==> src/rtl/qqspi_arbiter.sv <==
// Two-master round-robin arbiter in front of the shared qqspi flash/PSRAM controller.
// Define QQSPI_ARB_REG_RDATA_EN to register read data and delay master ready by one cycle.
module qqspi_arbiter #(
  parameter int ADDR_W = 23,
  parameter int DATA_W = 32
) (
  input  logic                clk,
  input  logic                resetn,
  input  logic                m0_valid,
  output logic                m0_ready,
  input  logic [ADDR_W-1:0]   m0_addr,
  input  logic [DATA_W-1:0]   m0_wdata,
  input  logic [DATA_W/8-1:0] m0_wstrb,
  input  logic                m0_psram,
  output logic [DATA_W-1:0]   m0_rdata,
  input  logic                m1_valid,
  output logic                m1_ready,
  input  logic [ADDR_W-1:0]   m1_addr,
  input  logic [DATA_W-1:0]   m1_wdata,
  input  logic [DATA_W/8-1:0] m1_wstrb,
  input  logic                m1_psram,
  output logic [DATA_W-1:0]   m1_rdata,
  output logic                s_valid,
  input  logic                s_ready,
  output logic [ADDR_W-1:0]   s_addr,
  output logic [DATA_W-1:0]   s_wdata,
  output logic [DATA_W/8-1:0] s_wstrb,
  output logic                s_psram,
  output logic [2:0]          s_ce_ctrl,
  input  logic [DATA_W-1:0]   s_rdata,
  output logic                busy,
  output logic                owner
);

  localparam int STRB_W = DATA_W / 8;

  typedef enum logic [1:0] {
    ST_IDLE    = 2'd0,
    ST_BUSY    = 2'd1,
    ST_RELEASE = 2'd2,
    ST_RESP    = 2'd3
  } state_t;

  state_t              r_state;
  state_t              w_state_nxt;
  logic                r_ptr;
  logic                r_owner;
  logic [ADDR_W-1:0]   r_addr;
  logic [DATA_W-1:0]   r_wdata;
  logic [STRB_W-1:0]   r_wstrb;
  logic                r_psram;
  logic [DATA_W-1:0]   r_m0_rdata;
  logic [DATA_W-1:0]   r_m1_rdata;
  logic                w_grant;
  logic                w_gnt_idx;
  logic                w_done;

  always_ff @(posedge clk or negedge resetn) begin
    if (!resetn) r_state <= ST_IDLE;
    else         r_state <= w_state_nxt;
  end

  always_comb begin
    w_state_nxt = r_state;
    w_grant     = 1'b0;
    w_gnt_idx   = r_ptr;
    w_done      = 1'b0;
    case (r_state)
      ST_IDLE: begin
        if (m0_valid || m1_valid) begin
          w_grant     = 1'b1;
          // Pointer only breaks ties; a lone requester always wins.
          w_gnt_idx   = (m0_valid && m1_valid) ? r_ptr : m1_valid;
          w_state_nxt = ST_BUSY;
        end
      end
      ST_BUSY: begin
        if (s_ready) begin
          w_done = 1'b1;
`ifdef QQSPI_ARB_REG_RDATA_EN
          w_state_nxt = ST_RESP;
`else
          w_state_nxt = ST_RELEASE;
`endif
        end
      end
      ST_RESP:    w_state_nxt = ST_RELEASE;
      ST_RELEASE: w_state_nxt = ST_IDLE;
      default:    w_state_nxt = ST_IDLE;
    endcase
  end

  always_ff @(posedge clk or negedge resetn) begin
    if (!resetn) begin
      r_ptr      <= 1'b0;
      r_owner    <= 1'b0;
      r_addr     <= '0;
      r_wdata    <= '0;
      r_wstrb    <= '0;
      r_psram    <= 1'b0;
      r_m0_rdata <= '0;
      r_m1_rdata <= '0;
    end else begin
      if (w_grant) begin
        r_owner <= w_gnt_idx;
        r_addr  <= w_gnt_idx ? m1_addr  : m0_addr;
        r_wdata <= w_gnt_idx ? m1_wdata : m0_wdata;
        r_wstrb <= w_gnt_idx ? m1_wstrb : m0_wstrb;
        r_psram <= w_gnt_idx ? m1_psram : m0_psram;
      end
      if (w_done) begin
        r_ptr <= ~r_owner;
        if (r_owner) r_m1_rdata <= s_rdata;
        else         r_m0_rdata <= s_rdata;
      end
    end
  end

  // Bus side is driven only from the latched copy, never from live master inputs.
  assign s_valid   = (r_state == ST_BUSY);
  assign s_addr    = r_addr;
  assign s_wdata   = r_wdata;
  assign s_wstrb   = r_wstrb;
  assign s_psram   = r_psram;
  assign s_ce_ctrl = {1'b0, s_valid & r_psram, s_valid & ~r_psram};
  assign owner     = r_owner;

`ifdef QQSPI_ARB_REG_RDATA_EN
  assign busy     = (r_state == ST_BUSY) || (r_state == ST_RESP);
  assign m0_ready = (r_state == ST_RESP) & ~r_owner;
  assign m1_ready = (r_state == ST_RESP) &  r_owner;
  assign m0_rdata = r_m0_rdata;
  assign m1_rdata = r_m1_rdata;
`else
  assign busy     = (r_state == ST_BUSY);
  assign m0_ready = w_done & ~r_owner;
  assign m1_ready = w_done &  r_owner;
  assign m0_rdata = m0_ready ? s_rdata : r_m0_rdata;
  assign m1_rdata = m1_ready ? s_rdata : r_m1_rdata;
`endif

endmodule

==> config.mk <==
export PLATFORM = sky130hd
export DESIGN_NAME = qqspi_arbiter
export DESIGN_NICKNAME = d
export VERILOG_FILES = /design/src/rtl/qqspi_arbiter.sv
export SDC_FILE = /design/constraint.sdc
export NUM_CORES = 1
export LEC_CHECK = 0
export CAP_MARGIN = 20
export CORE_MARGIN = 1.5
export CORE_UTILIZATION = 30
export DETAILED_ROUTE_END_ITERATION = 10
export PLACE_DENSITY = 0.7
export SLEW_MARGIN = 5
export SYNTH_ARGS = -nofsm -noshare
export SYNTH_HDL_FRONTEND = slang
export SYNTH_SLANG_ARGS = --single-unit
==> constraint.sdc <==
create_clock -name clk -period 2.6 [get_ports clk]
set_input_delay 0.39 -clock clk [delete_from_list [all_inputs] [get_ports clk]]
set_output_delay 0.39 -clock clk [all_outputs]
set_load 0.02 [all_outputs]
==> results.json <==
{
  "status": "finished, violations left",
  "violations": "design-rule violations",
  "slew_violations": 0,
  "yosysMostFrequentCell": "nand2_1",
  "drt_iter0_drc": 169,
  "worstHoldPathType": "reg2reg",
  "synth_fp_nets": 676,
  "synth_area_mm2": 0.00556,
  "globalplace.congestion": 0.765,
  "antenna_found_initial": 0,
  "path_depth": 8,
  "cts_tree": "done",
  "cpPeakStageDelay_ns": 0.37,
  "slowest_stage": "dfrtp_1",
  "tightestPinTransition_ns": 0.557,
  "regToRegStartpoint": "r_state[1]",
  "min_period_over_period_pct": 97.0,
  "cp.required_ns": 2.21,
  "power.total_mw": 12.1,
  "hold_viol": 0,
  "synthArstFlopShare_pct": 100,
  "hpwl_um": 12000,
  "drc": 19,
  "wirelength_um": 16200,
  "fillers": 1666,
  "clk_root_buffer_cell": "clkbuf_16",
  "die_area_mm2": 0.0193,
  "vdd_drop_max_uv": 519,
  "grt_first_pass_wirelength_um": 25700,
  "vias_per_cell": 4.40,
  "cts_buffer_depth": 2,
  "maxCapViolations": 0,
  "skew_ns": 0.00835,
  "io_pins": 289,
  "cp-startpoint": "r_state[1]",
  "power_per_cell_area_mw_per_mm2": 1290,
  "final_area_mm2": 0.00940,
  "grtUsageTotal_pct": 17.3,
  "synth_flop_cell": "dfrtp_1",
  "relSlewSlack_pct": 62.9,
  "synth_cells": 519,
  "worst_r2r_path_depth": 6,
  "drive_gt1_share_pct": 17.5,
  "r2r_end": "s_wdata[25]",
  "endpoint_kind": "output port",
  "grt_start_max_net_pins": 63,
  "cp_max_fo": 12,
  "rrSetupSlack_ns": 0.65,
  "die_x_um": 139,
  "finalSetupViolations": 0,
  "synth.area.top_cells": "dfrtp_1 58%, nand2_1 13%, mux2i_1 11%, mux2_2 6.5%, o21ai_1 4.9%",
  "fin_ws_ns": 0.0769,
  "dpl_worst_slack_ns": -0.115,
  "die_h_um": 139,
  "critPathBufInv": 4,
  "avgSynthCellArea_um2": 10.7,
  "synth-edff-count": 0,
  "cp_top_family": "buffers and inverters",
  "tns_ns": 0,
  "synthDistinctLibCells": 26,
  "coreArea_mm2": 0.0181,
  "nets": 990,
  "crit_end": "m0_rdata[19]",
  "synth_top_area_share_pct": 57.6,
  "crit_type": "reg2out",
  "overflow": 0,
  "drt_pass1_iterations": 8,
  "p_leak_nw": 4.48,
  "cts_inserted_buffers": 17,
  "post_dp_cell_area_mm2": 0.00883,
  "critPathLaunchType": "flip-flop",
  "ys_ff_latch": 128,
  "ys_top_cells_by_count": "189 x nand2_1, 128 x dfrtp_1, 60 x mux2i_1",
  "layout_min_cycle_time_ns": 2.52,
  "grt_pass1_vias": 4832,
  "cts_sinks": 128,
  "htreeDepth": 4,
  "portBuffers": 287,
  "rsz0062_at_grt": "true",
  "crit_chain": "nand2b_4 > inv_2 > nand2_1 > nor2_4 > buf_4 > buf_12 > mux2_2 > buf_2",
  "fmax_ghz": 0.396,
  "ant_nets": 0,
  "vias": 4734,
  "n_antenna_cell": 0,
  "cts.clk_slew.worst_paths_ns": 0.05,
  "ys_seq_area_share_pct": 57.6,
  "crit_arrival_ns": 2.13,
  "rows": 49,
  "clkLatencyLatePin_ns": 0.41,
  "area_growth_pct": 69.1,
  "start_util_pct": 30.7,
  "wire_per_inst_um": 15.1,
  "yosysWarnings": 0,
  "yosysTopAreaCell": "dfrtp_1"
}
[registers in the layout (all words and copies together), names as in the netlist]
signal	flops
owner	1
s_psram	1
r_ptr	1
r_m0_rdata	32
s_wdata	32
s_wstrb	4
r_m1_rdata	32
s_addr	23
r_state	2
[where the power goes]
group / switching [mW] / internal (mW)
sequential: 0.392 / 2.96
clock: 0.863 / 1.58
combinational: 3.46 / 2.84
[cells in the final DEF, fill, tap and decap left out, types with 3 or more instances in the layout]
master,instances
buf_12,6
buf_2,20
buf_4,29
buf_6,3
bufinv_16,3
clkbuf_1,3
clkbuf_16,17
clkbuf_8,3
clkdlybuf4s15_2,12
clkdlybuf4s50_1,220
clkinvlp_4,3
dfrtp_1,127
dlygate4sd2_1,32
mux2_2,32
mux2i_1,60
nand2_1,189
nor2_1,3
o21ai_1,53
o21ai_2,8
[worst min path at each step]
stage	startpoint	endpoint	slack, ns	cells past startpoint
final	r_m1_rdata[17]	r_m1_rdata[17]	0.47	2
after global routing	r_m1_rdata[21]	r_m1_rdata[21]	0.48	2
after CTS	r_m1_rdata[0]	r_m1_rdata[0]	0.47	2
after detailed placement	resetn	r_m0_rdata[12]	0.38	1
after global placement	resetn	r_m0_rdata[12]	0.37	1
after floorplan	resetn	owner	0.09	0
[what timing repair did]
action,4_1_cts,5_1_grt
buffers inserted,3,0
pin swaps,1,1
setup endpoints to repair,66,23
gates cloned,1,0
gates resized for setup,144,12
endpoints found under the hold margin,47,0
hold buffers,1,0
[metal layers]
| metal | up-vias | global-route usage [%] | share of wire [%] |
|---|---|---|---|
| met3 | 13 | 7.39 | 9.0 |
| met2 | 201 | 29.0 | 49 |
| met4 | 0 | 5.49 | 1.3 |
| met1 | 2164 | 19.9 | 40 |
| met5 | - | 0 | 0 |
| li1 | 2356 | - | - |
[metrics by stage]
step | utilization (%) | hold slack, ns | instances
after detailed placement | 48.8 | 0.377 | 1038
final | 52.0 | 0.466 | 1075
after floorplan | - | 0.0944 | 519
after global routing | 52.0 | 0.484 | 1075
after CTS | 52.3 | 0.472 | 1075
after global placement | 48.8 | 0.366 | 1038
[worst reg2reg max path, cell delays in order (launching register included)]
cell and delay [ns]:
dfrtp_1 0.37, buf_4 0.14, or4b_4 0.49, o211ai_4 0.12
buf_12 0.26, mux2i_1 0.35, o21ai_1 0.09
[area by class of cell]
type / count / area (um^2) / share of cell area (%)
clock buffers: 23 / 478 / 5.09
clock inverters: 9 / 131 / 1.40
inverters: 2 / 7.51 / 0.0799
multi-input cells: 358 / 2140 / 22.7
flip-flops and latches: 128 / 3200 / 34.1
well taps: 229 / 287 / 3.05
repair buffers: 326 / 3150 / 33.5
[cells by family after synthesis]
kind of cell	share of synthesized area, %
muxes	17.3
DFF	57.6
and+or+nand+nor	13.8
other	0.0675
buffers and inverters	4.48
AOI/OAI and AO/OA	6.67
Note: power is estimated with default switching activity, not from simulation.
